==> src/rtl/wb_stage.sv <==
// Writeback stage: selects ALU / PC+4 / load data and drives a one-cycle regfile write.
// Optional macro WB_SUBWORD_EN enables LB/LBU/LH/LHU extraction; otherwise loads write the raw word.
module wb_stage #(
    parameter int MEM_TIMEOUT = 16,
    parameter int XLEN        = 32
) (
    input  logic            clk,
    input  logic            rst,
    input  logic            in_valid,
    output logic            in_ready,
    input  logic [4:0]      in_rd,
    input  logic            in_wr_en,
    input  logic [1:0]      in_sel,
    input  logic [XLEN-1:0] in_alu,
    input  logic [XLEN-1:0] in_pc,
    input  logic [2:0]      in_funct3,
    input  logic            mem_rvalid,
    input  logic [XLEN-1:0] mem_rdata,
    output logic [4:0]      Rw,
    output logic            RegWr,
    output logic [XLEN-1:0] busW,
    output logic            busy,
    output logic            load_err
);

    localparam int CNT_W = (MEM_TIMEOUT < 2) ? 1 : $clog2(MEM_TIMEOUT);
    localparam logic [CNT_W-1:0] CNT_LAST = CNT_W'(MEM_TIMEOUT - 1);

    typedef enum logic {IDLE, WAIT_MEM} state_t;

    state_t            state_q, state_d;
    logic [CNT_W-1:0]  cnt_q, cnt_d;
    logic [4:0]        ld_rd_q, ld_rd_d;
    logic              ld_wr_q, ld_wr_d;
    logic [4:0]        rw_q, rw_d;
    logic              regwr_q, regwr_d;
    logic [XLEN-1:0]   busw_q, busw_d;
    logic              load_err_q, load_err_d;
    logic [XLEN-1:0]   load_val;

`ifdef WB_SUBWORD_EN
    logic [2:0] ld_f3_q, ld_f3_d;
    logic [1:0] ld_addr_q, ld_addr_d;

    function automatic logic [XLEN-1:0] extract_load(
        input logic [XLEN-1:0] word,
        input logic [2:0]      f3,
        input logic [1:0]      addr
    );
        logic [7:0]         b8;
        logic [15:0]        h16;
        logic signed [7:0]  b8_s;
        logic signed [15:0] h16_s;
        b8    = word[{addr, 3'b000} +: 8];
        h16   = addr[1] ? word[31:16] : word[15:0];
        b8_s  = b8;
        h16_s = h16;
        case (f3)
            3'b000:  extract_load = XLEN'(b8_s);
            3'b100:  extract_load = {{(XLEN-8){1'b0}}, b8};
            3'b001:  extract_load = XLEN'(h16_s);
            3'b101:  extract_load = {{(XLEN-16){1'b0}}, h16};
            default: extract_load = word;
        endcase
    endfunction

    assign load_val = extract_load(mem_rdata, ld_f3_q, ld_addr_q);
`else
    logic unused_funct3;
    assign unused_funct3 = ^in_funct3;
    assign load_val      = mem_rdata;
`endif

    always_comb begin
        state_d    = state_q;
        cnt_d      = cnt_q;
        ld_rd_d    = ld_rd_q;
        ld_wr_d    = ld_wr_q;
        rw_d       = rw_q;
        busw_d     = busw_q;
        regwr_d    = 1'b0;
        load_err_d = 1'b0;
`ifdef WB_SUBWORD_EN
        ld_f3_d    = ld_f3_q;
        ld_addr_d  = ld_addr_q;
`endif
        unique case (state_q)
            IDLE: begin
                if (in_valid) begin
                    if (in_sel == 2'b01) begin
                        ld_rd_d = in_rd;
                        ld_wr_d = in_wr_en;
`ifdef WB_SUBWORD_EN
                        ld_f3_d   = in_funct3;
                        ld_addr_d = in_alu[1:0];
`endif
                        cnt_d   = '0;
                        state_d = WAIT_MEM;
                    end else begin
                        rw_d    = in_rd;
                        regwr_d = in_wr_en && (in_rd != 5'd0);
                        busw_d  = (in_sel == 2'b10) ? in_pc + XLEN'(4) : in_alu;
                    end
                end
            end
            WAIT_MEM: begin
                // Data arriving on the last counted cycle still wins over the timeout.
                if (mem_rvalid) begin
                    rw_d    = ld_rd_q;
                    regwr_d = ld_wr_q && (ld_rd_q != 5'd0);
                    busw_d  = load_val;
                    state_d = IDLE;
                end else if (cnt_q == CNT_LAST) begin
                    load_err_d = 1'b1;
                    state_d    = IDLE;
                end else begin
                    cnt_d = cnt_q + CNT_W'(1);
                end
            end
        endcase
    end

    always_ff @(posedge clk or posedge rst) begin
        if (rst) begin
            state_q    <= IDLE;
            cnt_q      <= '0;
            ld_rd_q    <= '0;
            ld_wr_q    <= 1'b0;
            rw_q       <= '0;
            regwr_q    <= 1'b0;
            busw_q     <= '0;
            load_err_q <= 1'b0;
`ifdef WB_SUBWORD_EN
            ld_f3_q    <= '0;
            ld_addr_q  <= '0;
`endif
        end else begin
            state_q    <= state_d;
            cnt_q      <= cnt_d;
            ld_rd_q    <= ld_rd_d;
            ld_wr_q    <= ld_wr_d;
            rw_q       <= rw_d;
            regwr_q    <= regwr_d;
            busw_q     <= busw_d;
            load_err_q <= load_err_d;
`ifdef WB_SUBWORD_EN
            ld_f3_q    <= ld_f3_d;
            ld_addr_q  <= ld_addr_d;
`endif
        end
    end

    assign in_ready = (state_q == IDLE);
    assign busy     = (state_q == WAIT_MEM);
    assign Rw       = rw_q;
    assign RegWr    = regwr_q;
    assign busW     = busw_q;
    assign load_err = load_err_q;

endmodule

==> config.mk <==
export PLATFORM = sky130hd
export DESIGN_NAME = wb_stage
export DESIGN_NICKNAME = d
export VERILOG_FILES = /design/src/rtl/wb_stage.sv
export SDC_FILE = /design/constraint.sdc
export NUM_CORES = 1
export LEC_CHECK = 0
export CAP_MARGIN = 20
export CORE_MARGIN = 2
export CORE_UTILIZATION = 37
export DETAILED_ROUTE_END_ITERATION = 10
export PLACE_DENSITY = 0.77
export SYNTH_ARGS = -nofsm -noshare
export SYNTH_HDL_FRONTEND = slang
export SYNTH_SLANG_ARGS = --single-unit
export TNS_END_PERCENT = 50
==> constraint.sdc <==
create_clock -name clk -period 1.65 [get_ports clk]
set_clock_uncertainty 0.2 [all_clocks]
set_input_delay 0.165 -clock clk [delete_from_list [all_inputs] [get_ports clk]]
set_output_delay 0.165 -clock clk [all_outputs]
set_load 0.03 [all_outputs]
==> out/qor.csv <==
metric,value,unit
outcome,"complete, but fails checks",
violated checks,setup timing,
unique cell type count in the Yosys netlist,47,
drt wl/cell,18.4,microns
crit path time final,1.78,ns
# rows,33,
Setup crit end kind,flop,
Top delay family on crit path,compound AO/OA/AOI/OAI gates,
most common library cells after synthesis,"50 x dfrtp_1, 45 x nand2_1, 34 x o21ai_0",
port buffer count,148,
via count,3680,
VDD IR max,0.528,mV
yosys warns,0,
path category of the worst min-delay check,in -> async,
post-DP HPWL,8.77,mm
Mean Syn Cell Area,8.78,sq um
fin crit share,108,%
Pwr Density,809,nW/um^2
WP data required,1.64,ns
setup violators final,42,
DIE HEIGHT,96.0,microns
Num CTS Buffers,5,
Root Buffer,clkbuf_8,
Levels on crit path,6,
number of routed nets with antenna violations,0,
antenna violations before repair,1,
GR Overflow Total,0,
Gate Count Post-Synth,357,
post-synthesis cell area,3130,sq um
H-tree levels,2,
slowest CP cell,dfrtp_2,
nets,681,
worst slew pin tran,0.371,ns
setup ws final,-0.128,ns
Yosys top cell area share,39.9,%
flop and latch count out of synthesis,50,
"FFs w/ async S/R, synth",100,%
"Clk Latency, worst-skew pair",0.31,ns
share of layout cells above drive strength 1,26.9,%
initial core utilization,38.1,%
Place WS,-0.661,ns
Die Width,96.0,microns
Leakage Power,2.44,nW
Worst-path clk slew,0.10,ns
sequential share of the synthesized area,39.9,%
CP max stage delay,0.45,ns
syn_nets,470,
area grow syn2layout,81.5,%
DRT iter0 DRCs,142,
largest area contributor in the netlist,dfrtp_1,
number of max-slew violations in the final report,0,
vias in the first global route,3854,
Via density,5.45,
CP max FO,7,
Post-synth EDFFs,0,
critical path buffer and inverter count,2,
GPL Wtd Cong,0.860,
setup repair after global routing missed its margin,true,
prevailing post-synth register cell,dfrtp_1,
Startpoint Class,flop,
Std-Cell Core Area,8220,sq um
drt total wl,12.4,mm
Slew Limit Headroom,75.1,%
Max Buffers Root-to-Sink,2,
type of the worst setup path,reg -> reg,
Util after Layout,69.2,%
pin count of the biggest net entering global routing,51,
area of the die,9220,sq um
final hold violation count,0,
max_cap viols,0,
ranking of synthesized cells by area,"dfrtp_1 40%, o21ai_0 5.4%, nand2_1 5.4%, and3_1 4.2%, xnor2_1 3.9%",
Total GRT Usage,26.6,%
FILL cells,630,
drt first pass iters,4,
Ports,152,
clock sink count,50,
hold_buf cts,0,
Max Fclk,0.562,GHz
global-route wire length before repair,18.6,mm
crit path cell chain,"nand2b_4, buf_6, o21a_4, buf_12, a221oi_2, o21ai_1",
CTS tree,done,
Arrival @ worst endpoint,1.77,ns
most frequent cell after synthesis,dfrtp_1,
reg2reg path depth,6,
number of remaining DRC errors,0,
-- state kept, by name, summed over array words and instances, names as in the netlist --
signal,count
ld_rd_q,5
RegWr,1
busy,1
ld_wr_q,1
load_err,1
Rw,5
busW,32
cnt_q,4
-- kinds of logic after synthesis --
group	Yosys count	share of synthesized area, %
muxes	12	4.11
and+or+nand+nor	140	24.0
adders and majority gates	2	0.799
DFF	50	39.9
xor gates and xnor gates	28	7.83
AOI/OAI and AO/OA	97	19.1
buffers and inverters	28	4.19
-- timing repair --
action                                  CTS  global route
gates resized for setup                  83            38
pin swaps                                13             9
gates cloned                              3             2
endpoints found under the setup margin   89            48
buffers inserted                          5             2
-- cells in the final DEF, fill, tap and decap left out, types with 4 or more instances in the layout --
cell type	n
xnor2_1	14
nor3_1	5
o21ai_0	15
buf_12	6
xor2_1	13
nor2_1	17
nand2_1	36
a221oi_2	12
a21oi_1	21
dlygate4sd2_1	49
mux2i_1	5
a31oi_1	4
and3_1	19
nand2_2	9
dfrtp_1	49
nand3_1	13
clkbuf_8	5
o21ai_1	23
buf_6	8
buf_4	61
clkdlybuf4s50_1	96
inv_1	4
mux2_2	7
nand4_1	8
-- per-layer routing --
layer	routed length (microns)	global-route usage, %	share of wire, %	vias to the layer above
met5	0	0	0	-
li1	-	-	-	1731
met4	189	8.10	1.5	0
met2	6340	49.5	51	165
met3	1100	7.05	8.9	20
met1	4790	29.2	39	1764
-- final cells by class --
cell class,instances,area (sq um),area share (%)
tap,105,131,2.31
timing repair buffer,226,2190,38.6
multi-input combinational,279,1970,34.7
inverter,6,22.5,0.396
sequential,50,1250,22.0
clock buffer,6,72.6,1.28
clock inverter,2,37.5,0.660
antenna,1,2.50,0.0440
-- worst reg2reg max path: cells and delay by family (launching register included) --
kind | cells | cell delay, ns
buffers and inverters | 2 | 0.28
and+or+nand+nor | 1 | 0.17
AOI/OAI and AO/OA | 3 | 0.58
DFF | 1 | 0.45
-- path summary, 6_finish.rpt --
kind	start	end	slack, ns
hold / removal	rst	busW[3]$_DFFE_PP0P_	0.02
min in group clk	in_pc[2]	busW[2]$_DFFE_PP0P_	0.19
setup reg to reg	busy$_DFF_PP0_	busW[18]$_DFFE_PP0P_	-0.13
hold reg to reg	busW[2]$_DFFE_PP0P_	busW[2]$_DFFE_PP0P_	0.29
setup / recovery	busy$_DFF_PP0_	busW[18]$_DFFE_PP0P_	-0.13
max in group asynchronous	rst	busy$_DFF_PP0_	0.96
-- power by group --
| group | leakage [nW] | internal, W | switching, W |
|---|---|---|---|
| sequential | 0.612 | 0.00148 | 0.000177 |
| clock | 0.0514 | 0.000453 | 0.000444 |
| combinational | 1.77 | 0.000957 | 0.00109 |
-- metrics by stage --
stage / hold WS [ns] / instance area, sq um / power [W] / TNS (ns) / std cells
6_report: 0.0189 / 5690 / 0.00460 / -2.80 / 675
5_1_grt: 0.0587 / 5690 / 0.00482 / -5.38 / 675
4_1_cts: 0.0498 / 5540 / 0.00451 / -2.21 / 670
3_5_place_dp: 0.270 / 5250 / 0.00367 / -21.03 / 654
3_3_place_gp: 0.263 / 5240 / 0.00361 / -21.03 / 653
2_1_floorplan: 0.0933 / 3250 / 0.00265 / -0.971 / 357
(Power assumes the default switching activity.)
